--- config.mk ---
export PLATFORM = sky130hd
export DESIGN_NAME = fmt_packer
export DESIGN_NICKNAME = d
export VERILOG_FILES = /design/src/rtl/fmt_packer.sv
export SDC_FILE = /design/constraint.sdc
export NUM_CORES = 1
export LEC_CHECK = 0
export BUFFER_PORTS_ARGS = -buffer_cell sky130_fd_sc_hd__buf_2
export CAP_MARGIN = 5
export CORE_MARGIN = 2
export CORE_UTILIZATION = 55
export CTS_BUF_LIST = sky130_fd_sc_hd__clkbuf_4 sky130_fd_sc_hd__clkbuf_8
export CTS_CLUSTER_DIAMETER = 80
export CTS_CLUSTER_SIZE = 12
export DETAILED_ROUTE_END_ITERATION = 10
export HOLD_SLACK_MARGIN = 0.05
export PLACE_DENSITY = 0.85
export SYNTH_ARGS = -nofsm -noshare
export SYNTH_HDL_FRONTEND = slang
export SYNTH_SLANG_ARGS = --single-unit
--- constraint.sdc ---
create_clock -name clk -period 4.9 [get_ports clk]
set_input_delay 0.735 -clock clk [delete_from_list [all_inputs] [get_ports clk]]
set_output_delay 0.735 -clock clk [all_outputs]
set_load 0.03 [all_outputs]
--- src/rtl/fmt_packer.sv ---
// fmt_packer: formatter stage that buffers arbitrated words in a FIFO,
// groups them into single-channel packets of length L and emits them framed.
//
// Ports:
//   clk, rstn              clock, asynchronous active-low reset
//   in_valid/in_chid/in_data/in_ready
//                          upstream word handshake
//   cfg_length             configured packet length (0 -> 1, >DEPTH -> DEPTH)
//   fmt_req/fmt_chid/fmt_length
//                          packet request, channel and effective length
//   fmt_data/fmt_start/fmt_end
//                          packet words with start/end framing
//   fmt_grant              downstream grant, honoured only while requesting
//   fifo_level             current FIFO occupancy (0..DEPTH)

module fmt_packer #(
    parameter int DEPTH = 32,
    parameter int DW    = 32
) (
    input  logic                     clk,
    input  logic                     rstn,
    input  logic                     in_valid,
    input  logic [1:0]               in_chid,
    input  logic [DW-1:0]            in_data,
    output logic                     in_ready,
    input  logic [5:0]               cfg_length,
    output logic                     fmt_req,
    output logic [1:0]               fmt_chid,
    output logic [5:0]               fmt_length,
    output logic [DW-1:0]            fmt_data,
    output logic                     fmt_start,
    output logic                     fmt_end,
    input  logic                     fmt_grant,
    output logic [$clog2(DEPTH):0]   fifo_level
);

    localparam int AW = $clog2(DEPTH);
    localparam int LW = AW + 1;

    typedef enum logic [1:0] {
        IDLE = 2'd0,
        REQ  = 2'd1,
        SEND = 2'd2
    } state_t;

    state_t state, state_d;

    logic [DW+1:0]  mem [DEPTH];
    logic [AW-1:0]  wr_ptr, rd_ptr;
    logic [LW-1:0]  level;
    logic [LW-1:0]  len;
    logic [LW-1:0]  grp_cnt;
    logic [1:0]     grp_chid;
    logic [LW-1:0]  snd_cnt;

    logic           full;
    logic           wr;
    logic           pop;
    logic [1:0]     head_chid;
    logic [DW-1:0]  head_data;

    logic           req_d;
    logic [1:0]     chid_d;
    logic [5:0]     length_d;
    logic [DW-1:0]  data_d;
    logic           start_d;
    logic           end_d;
    logic [LW-1:0]  snd_d;

    // Effective packet length, clamped to 1..DEPTH
    always_comb begin
        if (cfg_length == 6'd0)
            len = LW'(1);
        else if (32'(cfg_length) > DEPTH)
            len = LW'(DEPTH);
        else
            len = LW'(cfg_length);
    end

    assign full       = (level == LW'(DEPTH));
    assign fifo_level = level;
    assign head_chid  = mem[rd_ptr][DW+1:DW];
    assign head_data  = mem[rd_ptr][DW-1:0];

    // A different channel waits until the open group is complete
    assign in_ready = !full &&
                      ((grp_cnt == '0) || (in_chid == grp_chid));
    assign wr       = in_valid && in_ready;

    // Pop on grant and on every SEND cycle except the one showing the end word
    assign pop = ((state == REQ) && fmt_grant) ||
                 ((state == SEND) && (snd_cnt != len));

    always_ff @(posedge clk) begin
        if (wr)
            mem[wr_ptr] <= {in_chid, in_data};
    end

    always_ff @(posedge clk or negedge rstn) begin
        if (!rstn) begin
            wr_ptr   <= '0;
            rd_ptr   <= '0;
            level    <= '0;
            grp_cnt  <= '0;
            grp_chid <= '0;
        end else begin
            if (wr) begin
                wr_ptr <= wr_ptr + AW'(1);
                if (grp_cnt == '0)
                    grp_chid <= in_chid;
                grp_cnt <= (grp_cnt == len - LW'(1)) ?
                           '0 : grp_cnt + LW'(1);
            end
            if (pop)
                rd_ptr <= rd_ptr + AW'(1);
            unique case ({wr, pop})
                2'b10:   level <= level + LW'(1);
                2'b01:   level <= level - LW'(1);
                default: level <= level;
            endcase
        end
    end

    // State register
    always_ff @(posedge clk or negedge rstn) begin
        if (!rstn)
            state <= IDLE;
        else
            state <= state_d;
    end

    // Next-state logic
    always_comb begin
        state_d = state;
        unique case (state)
            IDLE: if (level >= len) state_d = REQ;
            REQ:  if (fmt_grant) state_d = SEND;
            SEND: if (snd_cnt == len) state_d = IDLE;
            default: state_d = IDLE;
        endcase
    end

    // Output logic (next values of the registered fmt_* outputs)
    always_comb begin
        req_d    = fmt_req;
        chid_d   = fmt_chid;
        length_d = fmt_length;
        data_d   = fmt_data;
        start_d  = fmt_start;
        end_d    = fmt_end;
        snd_d    = snd_cnt;
        unique case (state)
            IDLE: begin
                req_d    = 1'b0;
                chid_d   = '0;
                length_d = '0;
                data_d   = '0;
                start_d  = 1'b0;
                end_d    = 1'b0;
                snd_d    = '0;
                if (level >= len) begin
                    req_d    = 1'b1;
                    chid_d   = head_chid;
                    length_d = 6'(len);
                end
            end
            REQ: begin
                if (fmt_grant) begin
                    req_d   = 1'b0;
                    data_d  = head_data;
                    start_d = 1'b1;
                    end_d   = (len == LW'(1));
                    snd_d   = LW'(1);
                end
            end
            SEND: begin
                if (snd_cnt == len) begin
                    req_d    = 1'b0;
                    chid_d   = '0;
                    length_d = '0;
                    data_d   = '0;
                    start_d  = 1'b0;
                    end_d    = 1'b0;
                    snd_d    = '0;
                end else begin
                    data_d  = head_data;
                    start_d = 1'b0;
                    end_d   = ((snd_cnt + LW'(1)) == len);
                    snd_d   = snd_cnt + LW'(1);
                end
            end
            default: begin
                req_d    = 1'b0;
                chid_d   = '0;
                length_d = '0;
                data_d   = '0;
                start_d  = 1'b0;
                end_d    = 1'b0;
                snd_d    = '0;
            end
        endcase
    end

    always_ff @(posedge clk or negedge rstn) begin
        if (!rstn) begin
            fmt_req    <= 1'b0;
            fmt_chid   <= '0;
            fmt_length <= '0;
            fmt_data   <= '0;
            fmt_start  <= 1'b0;
            fmt_end    <= 1'b0;
            snd_cnt    <= '0;
        end else begin
            fmt_req    <= req_d;
            fmt_chid   <= chid_d;
            fmt_length <= length_d;
            fmt_data   <= data_d;
            fmt_start  <= start_d;
            fmt_end    <= end_d;
            snd_cnt    <= snd_d;
        end
    end

endmodule

==> summary.txt <==
Layout cells sized above 1 = 29.46%
Post-Route WL = 108400 um
FF+latch count, synth = 1163
Number of flops mapped to enable cells by yosys = 1088
Synth Cell Area = 44780 um^2
Placement Cell Area = 47130 um^2
Register Area = 34560 um^2
Fillers = 5188
Top_reg_cell synth = edfxtp_1
Endpoints failing setup = 0
Post-route worst setup slack = 1.241 ns
Slowest-stage cell, CP = nor2_4
Fin. max-slew vios = 0
Critical Path Start Type = flop
Status = complete, no violations
Max Buffers Root-to-Sink = 3
Post-route setup TNS = 0 ns
Largest net degree at the start of global routing = 77
Synth top area share = 72.95%
Grt ovf = 0
Synth Net Count = 2162
TritonCTS Buffers = 107
Clk sinks = 1163
Mapped Avg Cell Area = 21.37 um^2
Initial core utilization = 55.60%
Actual slew at the worst max-slew pin = 1.202 ns
Worst setup EP type = flop
Hold Path Class = primary input to flop
Mapped Cells = 2096
Worst EP required = 5.33 ns
CTS tree = built
Root Buffer = clkbuf_8
Fin crit share = 74.66%
Fraction of registers with async set/reset = 6.449%
Antenna Nets Post-Route = 0
Relative slew margins = 19.14%
Crit Path Category = flop to flop
Final instance area = 49370 um^2
Multi-input gate area = 9916 um^2
Post-DP HPWL = 66340 um
Setup WS pre-CTS = 0.9843 ns
CP delay by family, top = simple AND/OR/NAND/NOR gates
Vias in the first global route = 23347
Top-count cell post-synth = edfxtp_1
CP peak stage delay = 0.82 ns
Hold Violations, Final = 0
Worst Skew = 0.05432 ns
Nets = 2325
Die area = 83720 um^2
H-tree depth = 3
Gpl congestion = 0.9069
Pwr dens = 524.4 nW/um^2
DRC Markers = 0
Routed wire per std cell = 31.77 um
Cell-by-cell trace of the critical path = inv_1 > ha_1 > nand2b_1 > nor4_1 > o211a_1 > nand2_1 > nor2_4 > buf_4
DRT iter0 DRCs = 3494
WP buf/inv = 2
Yosys top cell by area = edfxtp_1
Yosys warning count = 0
Seq/Total Area, Yosys = 77.15%
Num rows = 104
Via count = 23071
# IOs = 94
Tmin final = 3.659 ns
Area grow syn2layout = 10.25%
Port Buffer Count = 93
Die W = 289.4 um
P_leak = 15.94 nW
CP max FO = 18
Setup Buffers After CTS = 0
Pre-antenna DRT Iters = 5
First-pass GRT wire length = 157800 um
Distinct cell type count of the synthesized netlist = 64
Clock slew at reported path FFs = 0.09 ns
RSZ-0062 raised after global routing = false
Synth area leaders = edfxtp_1, mux4_2, dfrtp_1
Clock Latency Late Sink = 0.78 ns
Synth top cells by count = edfxtp_1, mux4_2, o22ai_1, dfrtp_1, clkbuf_1
Die height = 289.4 um
Worst vdd ir = 473.7 uV
Core Region = 80550 um^2
Max-cap violations = 0
Arr. time, crit path = 4.08 ns
FMAX = 273.3 MHz
Antenna violations before repair = 5
GRT Overall Usage = 26.29%
Vias per cell = 6.762
==> cell usage in the layout, fill, tap and decap left out, types with 25 or more instances in the layout <==
cell and instances:
o21ai_0 25, clkbuf_8 108, buf_2 92, nor4_1 28, mux4_2 270, clkbuf_4 83
buf_4 57, o22ai_1 108, nor2_4 29, nor2_1 30, a22o_1 37, edfxtp_1 1088
nand2_1 34, dfrtp_1 72
==> worst register-to-register path: stages (launching register included) <==
cell and delay (ns):
dfrtp_1 0.47, inv_1 0.09, ha_1 0.15, nand2b_1 0.06, nor4_1 0.38, o211a_1 0.46
nand2_1 0.54, nor2_4 0.82, buf_4 0.38
==> layout make-up <==
type	instances	share of cell area, %
Sequential cell	1163	70.00
Clock inverter	8	0.2382
Clock buffer	191	4.273
Antenna cell	3	0.01520
Tap cell	1060	2.686
Multi-Input combinational cell	798	20.08
Timing Repair Buffer	168	2.549
Inverter	21	0.1597
==> worst paths after layout <==
path | startpoint | endpoint | slack (ns) | cells after the start
worst min-delay path | fmt_grant | fmt_start | 0.32 | 3
worst max register to register | grp_cnt[0] | mem[1][1] | 1.24 | 8
max in group asynchronous | rstn | rd_ptr[1] | 3.12 | 3
min in group asynchronous | rstn | fmt_data[2] | 0.62 | 2
worst min register to register | fmt_start | fmt_start | 0.50 | 2
worst max-delay path | grp_cnt[0] | mem[1][1] | 1.24 | 8
==> metal layers <==
layer	global-route usage (%)	share of wire [%]	wire, um
met5	0	0.020	22
met4	11.15	4.5	4883
met3	4.748	11	11470
met2	43.37	50	53860
met1	34.93	35	38180
==> power breakdown <==
group          internal [mW]  total, mW  switching [mW]
Clock                   2.77       5.93            3.17
Combinational           3.30       7.88            4.58
Sequential              11.5       12.1           0.624
==> what timing repair did <==
action                    4_1_cts  5_1_grt
resized for setup               0        0
hold endpoints to repair        5        0
hold buffers                    1        0
==> through the flow <==
step / total power [mW] / util [%] / hold WS (ns) / instances
after detailed placement: 20.12 / 58.51 / 0.4794 / 3209
after global routing: 26.77 / 61.29 / 0.3252 / 3411
after CTS: 25.94 / 61.29 / 0.2758 / 3409
after floorplan: 17.32 / - / 0.4394 / 2096
after global placement: 19.79 / 58.51 / 0.4835 / 3209
final: 25.89 / 61.30 / 0.3230 / 3412
==> state kept, by name, summed over array words and instances (netlist names) <==
name / count
fmt_end: 1
state: 2
fmt_data: 32
fmt_chid: 2
fmt_start: 1
fmt_length: 6
snd_cnt: 6
fmt_req: 1
wr_ptr: 5
fifo_level: 6
grp_cnt: 6
mem: 1088
rd_ptr: 5
grp_chid: 2
==> kinds of logic (layout without fill, tap and decap cells) <==
kind of cell,after synthesis,count (layout),synth area share [%]
fa+ha+maj,22,22,0.6147
simple gates,208,208,2.436
compound gates,237,237,3.649
buf+inv,135,388,1.277
other cells,0,3,0
flops,1163,1163,77.15
mux,299,299,14.25
xor+xnor,32,32,0.6258
No activity file was read; power rests on OpenSTA's default activity.
